[config.mk]
export PLATFORM = sky130hd
export DESIGN_NAME = pin_entry_controller
export DESIGN_NICKNAME = d
export VERILOG_FILES = /design/src/rtl/pin_entry_controller.sv
export SDC_FILE = /design/constraint.sdc
export NUM_CORES = 1
export LEC_CHECK = 0
export ABC_CLOCK_PERIOD_IN_PS = 2480
export CORE_UTILIZATION = 30
export DETAILED_ROUTE_END_ITERATION = 10
export GPL_TIMING_DRIVEN = 0
export PLACE_DENSITY = 0.55
export SLEW_MARGIN = 20
export SYNTH_ARGS = -nofsm -noshare
export SYNTH_HDL_FRONTEND = slang
export SYNTH_SLANG_ARGS = --single-unit
[constraint.sdc]
create_clock -name clk -period 2.48 [get_ports clk]
set_input_delay 0.248 -clock clk [delete_from_list [all_inputs] [get_ports clk]]
set_output_delay 0.248 -clock clk [all_outputs]
set_load 0.01 [all_outputs]
[src/rtl/pin_entry_controller.sv]
// PIN entry front-end for the ATM authenticator: card latch, 4-digit BCD PIN, attempt count, lockout.
// Optional feature: define DIGIT_BACKSPACE_EN to enable the 0xD backspace key.
module pin_entry_controller #(
  parameter int MAX_ATTEMPTS   = 3,
  parameter int TIMEOUT_CYCLES = 1000,
  parameter int LOCK_CYCLES    = 5000
) (
  input  logic        clk,
  input  logic        rst_n,
  input  logic        card_present,
  input  logic [3:0]  card_acc_num,
  input  logic        key_valid,
  input  logic [3:0]  key_code,
  input  logic        acc_found_stat,
  input  logic        acc_auth_stat,
  output logic [3:0]  acc_num,
  output logic [15:0] pin,
  output logic        auth_req,
  output logic        session_ok,
  output logic        session_fail,
  output logic        locked,
  output logic [1:0]  attempts_left,
  output logic [2:0]  digit_count
);

  localparam int TMAX = (TIMEOUT_CYCLES > LOCK_CYCLES) ? TIMEOUT_CYCLES : LOCK_CYCLES;
  localparam int TW   = $clog2(TMAX + 1);
  localparam logic [TW-1:0] TIMEOUT_LAST  = TW'(TIMEOUT_CYCLES - 1);
  localparam logic [TW-1:0] LOCK_LAST     = TW'(LOCK_CYCLES - 1);
  localparam logic [1:0]    ATTEMPTS_INIT = 2'(MAX_ATTEMPTS);

  typedef enum logic [2:0] {IDLE, ENTER, CHECK, GRANTED, LOCKED} state_t;

  state_t        state_q, state_d;
  logic          card_q;
  logic          card_rise;
  logic [TW-1:0] timer_q, timer_d;
  logic [3:0]    acc_d;
  logic [15:0]   pin_d;
  logic [2:0]    dc_d;
  logic [1:0]    att_d;
  logic          auth_req_d;
  logic          fail_d;
  logic          key_hit;

  // card_q tracks the card level in every state, so a card held through LOCKED needs re-insertion
  assign card_rise = card_present & ~card_q;

  always_comb begin
    state_d    = state_q;
    timer_d    = timer_q;
    acc_d      = acc_num;
    pin_d      = pin;
    dc_d       = digit_count;
    att_d      = attempts_left;
    auth_req_d = 1'b0;
    fail_d     = 1'b0;
    key_hit    = 1'b0;

    case (state_q)
      IDLE: begin
        if (card_rise) begin
          acc_d   = card_acc_num;
          att_d   = ATTEMPTS_INIT;
          state_d = ENTER;
        end
      end

      ENTER: begin
        if (!card_present) begin
          state_d = IDLE;
        end else begin
          if (key_valid) begin
            if (key_code <= 4'd9) begin
              if (digit_count < 3'd4) begin
                pin_d   = {pin[11:0], key_code};
                dc_d    = digit_count + 3'd1;
                key_hit = 1'b1;
              end
            end else begin
              case (key_code)
                4'hC: begin
                  pin_d   = '0;
                  dc_d    = '0;
                  key_hit = 1'b1;
                end
                4'hE: begin
                  if (digit_count == 3'd4) begin
                    auth_req_d = 1'b1;
                    state_d    = CHECK;
                    key_hit    = 1'b1;
                  end
                end
                4'hF: begin
                  state_d = IDLE;
                  key_hit = 1'b1;
                end
`ifdef DIGIT_BACKSPACE_EN
                4'hD: begin
                  if (digit_count != 3'd0) begin
                    pin_d   = {4'h0, pin[15:4]};
                    dc_d    = digit_count - 3'd1;
                    key_hit = 1'b1;
                  end
                end
`else
`endif
                default: ;
              endcase
            end
          end
          // only accepted keys restart the idle window
          if (key_hit) begin
            timer_d = '0;
          end else if (timer_q == TIMEOUT_LAST) begin
            fail_d  = 1'b1;
            state_d = IDLE;
          end else begin
            timer_d = timer_q + 1'b1;
          end
        end
      end

      CHECK: begin
        if (!card_present) begin
          state_d = IDLE;
        end else if (!acc_found_stat) begin
          fail_d  = 1'b1;
          state_d = IDLE;
        end else if (acc_auth_stat) begin
          state_d = GRANTED;
        end else if (attempts_left > 2'd1) begin
          att_d   = attempts_left - 2'd1;
          pin_d   = '0;
          dc_d    = '0;
          state_d = ENTER;
        end else begin
          att_d   = '0;
          fail_d  = 1'b1;
          state_d = LOCKED;
        end
      end

      GRANTED: begin
        if (!card_present) state_d = IDLE;
      end

      LOCKED: begin
        if (timer_q == LOCK_LAST) state_d = IDLE;
        else timer_d = timer_q + 1'b1;
      end

      default: state_d = IDLE;
    endcase

    // every state change restarts the shared timer; IDLE entry wipes the PIN
    if (state_d != state_q) timer_d = '0;
    if (state_d == IDLE) begin
      pin_d = '0;
      dc_d  = '0;
    end
  end

  always_ff @(posedge clk or negedge rst_n) begin
    if (!rst_n) begin
      state_q       <= IDLE;
      card_q        <= 1'b0;
      timer_q       <= '0;
      acc_num       <= '0;
      pin           <= '0;
      digit_count   <= '0;
      attempts_left <= ATTEMPTS_INIT;
      auth_req      <= 1'b0;
      session_fail  <= 1'b0;
      session_ok    <= 1'b0;
      locked        <= 1'b0;
    end else begin
      state_q       <= state_d;
      card_q        <= card_present;
      timer_q       <= timer_d;
      acc_num       <= acc_d;
      pin           <= pin_d;
      digit_count   <= dc_d;
      attempts_left <= att_d;
      auth_req      <= auth_req_d;
      session_fail  <= fail_d;
      session_ok    <= (state_d == GRANTED);
      locked        <= (state_d == LOCKED);
    end
  end

endmodule

==> run_results.csv, run 1 <==
group,metric,value,unit
worst_setup_path,timing.reg2reg.worst_path_depth,8,
timing,timing.final.crit_share,94.2,%
finish,layout_commonest_cell,"dfrtp_1",
floorplanning,die_h,93.5,um
clock_tree,cts.path.max_buffers,2,
timing,grt_setup_unrepaired,"yes",
yosys,syn_area,2510,sq um
worst_setup_path,endpoint,"timer_q[4]$_DFFE_PN0P_",
floorplanning,die-area,8740,sq um
global_routing,grt_usage,15.5,%
finish,layout_common_cells,"dfrtp_1 (44), nand2_1 (42), clkdlybuf4s50_1 (41)",
worst_setup_path,worstPathMaxFanout,10,
yosys,synth_top_family_by_area,"simple AND/OR/NAND/NOR gates",
yosys,synthAdderAreaFrac,1.50,%
global_routing,grt_pass1_wl,10600,um
timing,fin_skew,0.0130,ns
worst_setup_path,r2r-start,"digit_count[0]$_DFFE_PN0P_",
yosys,async_reset_ff_share,100,%
yosys,synth_seq_area_share,46.0,%
floorplanning,core_area,7930,sq um
finish,final_cells,411,
yosys,synthMuxAreaShare,0,%
floorplanning,rows,32,
route,drt_wl_total,6320,um
global_routing,grt_max_degree,30,
route,firstDrtPassIters,6,
yosys,synthFlopType,"dfrtp_1",
timing,relSlewSlack,28.7,%
worst_setup_path,worstSetupStartpointType,"primary input",
clock_tree,root_buffer,"clkbuf_8",
route,antenna_left,0,
timing,setup_viol,0,
yosys,syn-instance-count,255,
power,leakage,1.23,nW
route,routedWlPerCell,15.4,um
clock_tree,cts_htree_levels,2,
timing,period_minus_slack,2.34,ns
finish,fin_util,40.3,%
global_routing,grt_overflow_total,0,
worst_setup_path,cp.required,2.66,ns
yosys,synth_compound_area_share,21.3,%
floorplanning,start_util,31.7,%
worst_setup_path,r2r_end,"timer_q[4]$_DFFE_PN0P_",
worst_setup_path,critPathCaptureType,"flip-flop",
floorplanning,die_w,93.5,um
place,dp.cells,400,
route,drt-initial-drc-count,136,
global_routing,grt_antenna_before_repair,0,
power,peakVddDrop,0.250,mV
timing,max_slew.worst_pin.slew,1.06,ns
yosys,ys_warn_count,0,
route,routed-via-count,2177,
clock_tree,cts_tree,"yes",
place,dp_hpwl,4590,um
route,drc,0,
yosys,synth-edff-count,0,
yosys,synth_xor_xnor_area_share,3.14,%
yosys,synthSimpleGateAreaFrac,24.2,%
global_routing,grt_pass1_vias,2041,
clock_tree,clkTransAtPathRegs,0.08,ns
timing,clock.fmax,428,MHz
clock_tree,cts.sinks,46,
worst_setup_path,startpoint,"card_present",
finish,area_delta_synth_final,27.4,%
worst_setup_path,path_class,"in -> reg",
worst_setup_path,crit_arrival,2.51,ns
flow_run,drv_cap,0,
clock_tree,clkLatencyLatePin,0.30,ns
finish,antenna_cells,0,
clock_tree,cts_made_buffers,5,
power,powerDensity,457,nW/um^2
route,via_per_inst,5.30,
place,place_congestion,0.768,
status,run_status,"completed",
min_path,min_path_type,"in -> async",
yosys,synth.distinct_cells,58,
floorplanning,num_io_pins,43,
timing,final-hold-violation-count,0,
yosys,synth_seq_cells,46,
worst_setup_path,reg2reg_slack,0.15,ns
yosys,syn-num-nets,272,
finish,fin_nets,325,
place,port_buffers,42,
finish,drive_gt1_share,13.3,%
yosys,synth.avg_cell_area,9.84,sq um
timing,drv_slew,0,
-- cell type report --
cell class                      instances  area (sq um)
Tap cell                              102           128
Sequential cell                        46          1150
Clock inverter                          2          13.8
Multi-Input combinational cell        188          1260
Buffer                                 15          82.6
Inverter                                6          22.5
Fill cell                             791          4730
Clock buffer                            6          72.6
Timing Repair Buffer                   46           460
-- report_power, final --
part	internal [mW]	total, mW	switching, mW
Sequential	0.769	0.785	0.0152
Combinational	0.0951	0.219	0.124
Clock	0.199	0.458	0.258
-- layer usage --
layer / vias to the layer above / global-route usage [%] / part of all wire (%)
li1: 1052 / - / -
met1: 1077 / 22.6 / 52
met2: 40 / 22.7 / 43
met3: 8 / 3.09 / 3.1
met4: 0 / 5.38 / 1.6
met5: - / 0 / 0
-- sequential cells by signal, indices dropped and copies added, names as in the netlist --
signal,cells
locked,1
state_q,3
attempts_left,2
card_q,1
pin,16
timer_q,13
digit_count,3
session_ok,1
auth_req,1
acc_num,4
session_fail,1
-- worst max-delay path, cell delays in order --
cell and delay, ns:
clkdlybuf4s50_1 0.68, nand4bb_1 0.28, nor4_2 0.50, a221o_1 0.26
o21bai_1 0.18, clkbuf_2 0.28, nor3_1 0.08
-- synthesized netlist by cell type (3+ instances only) --
| cell | n | area (sq um) |
|---|---|---|
| nor2_1 | 10 | 37.5 |
| o21bai_1 | 4 | 30.0 |
| xor2_1 | 8 | 70.1 |
| o21ai_0 | 13 | 65.1 |
| o2111ai_1 | 4 | 35.0 |
| clkbuf_1 | 7 | 26.3 |
| a22oi_1 | 19 | 143 |
| nand3_1 | 22 | 110 |
| buf_2 | 4 | 20.0 |
| dfrtp_1 | 44 | 1100 |
| nor3_1 | 11 | 55.1 |
| inv_1 | 6 | 22.5 |
| buf_4 | 4 | 30.0 |
| a211oi_1 | 4 | 30.0 |
| nor4_1 | 3 | 18.8 |
| ha_1 | 3 | 37.5 |
| nand2_1 | 42 | 158 |
-- worst min-delay path by stage --
stage / slack [ns] / cells past startpoint / end / start
6_report: 0.41 / 2 / timer_q[7]$_DFFE_PN0P_ / rst_n
5_1_grt: 0.47 / 2 / timer_q[7]$_DFFE_PN0P_ / rst_n
4_1_cts: 0.43 / 2 / acc_num[2]$_DFFE_PN0P_ / rst_n
3_5_place_dp: 0.22 / 1 / auth_req$_DFF_PN0_ / rst_n
3_3_place_gp: 0.46 / 2 / acc_num[2]$_DFFE_PN0P_ / acc_num[2]$_DFFE_PN0P_
2_1_floorplan: -0.05 / 0 / acc_num[0]$_DFFE_PN0P_ / rst_n
-- cell families after synthesis --
logic type | count (synthesis)
fa+ha+maj | 3
compound gates | 65
flops | 46
buf+inv | 21
simple gates | 111
xor+xnor | 9
-- repair_timing --
action / 4_1_cts / 5_1_grt
endpoints found under the setup margin: 3 / 31
hold buffers: 1 / 0
pin swaps: 0 / 1
resized for setup: 1 / 4
setup buffers: 0 / 2
hold endpoints to repair: 15 / 0
-- metrics by stage --
stage | area, sq um | worst slack [ns] | TNS (ns) | power [mW] | hold slack (ns)
after floorplan | 2510 | 0.341 | 0 | 0.901 | -0.0476
after detailed placement | 3070 | -0.330 | -4.31 | 1.01 | 0.225
final | 3200 | 0.144 | 0 | 1.46 | 0.413
after global placement | 3060 | -0.333 | -14.88 | 1.01 | 0.463
after global routing | 3200 | -0.0457 | -0.0649 | 1.54 | 0.471
after CTS | 3170 | 0.0752 | 0 | 1.47 | 0.430
Power figures use the tool's default switching activity.
==> run 2, diff against run 1 <==
SLEW_MARGIN = not set   (was 20)
==> results of run 2 <==
The final DEF is identical to that of run 1; final timing and power are the same.
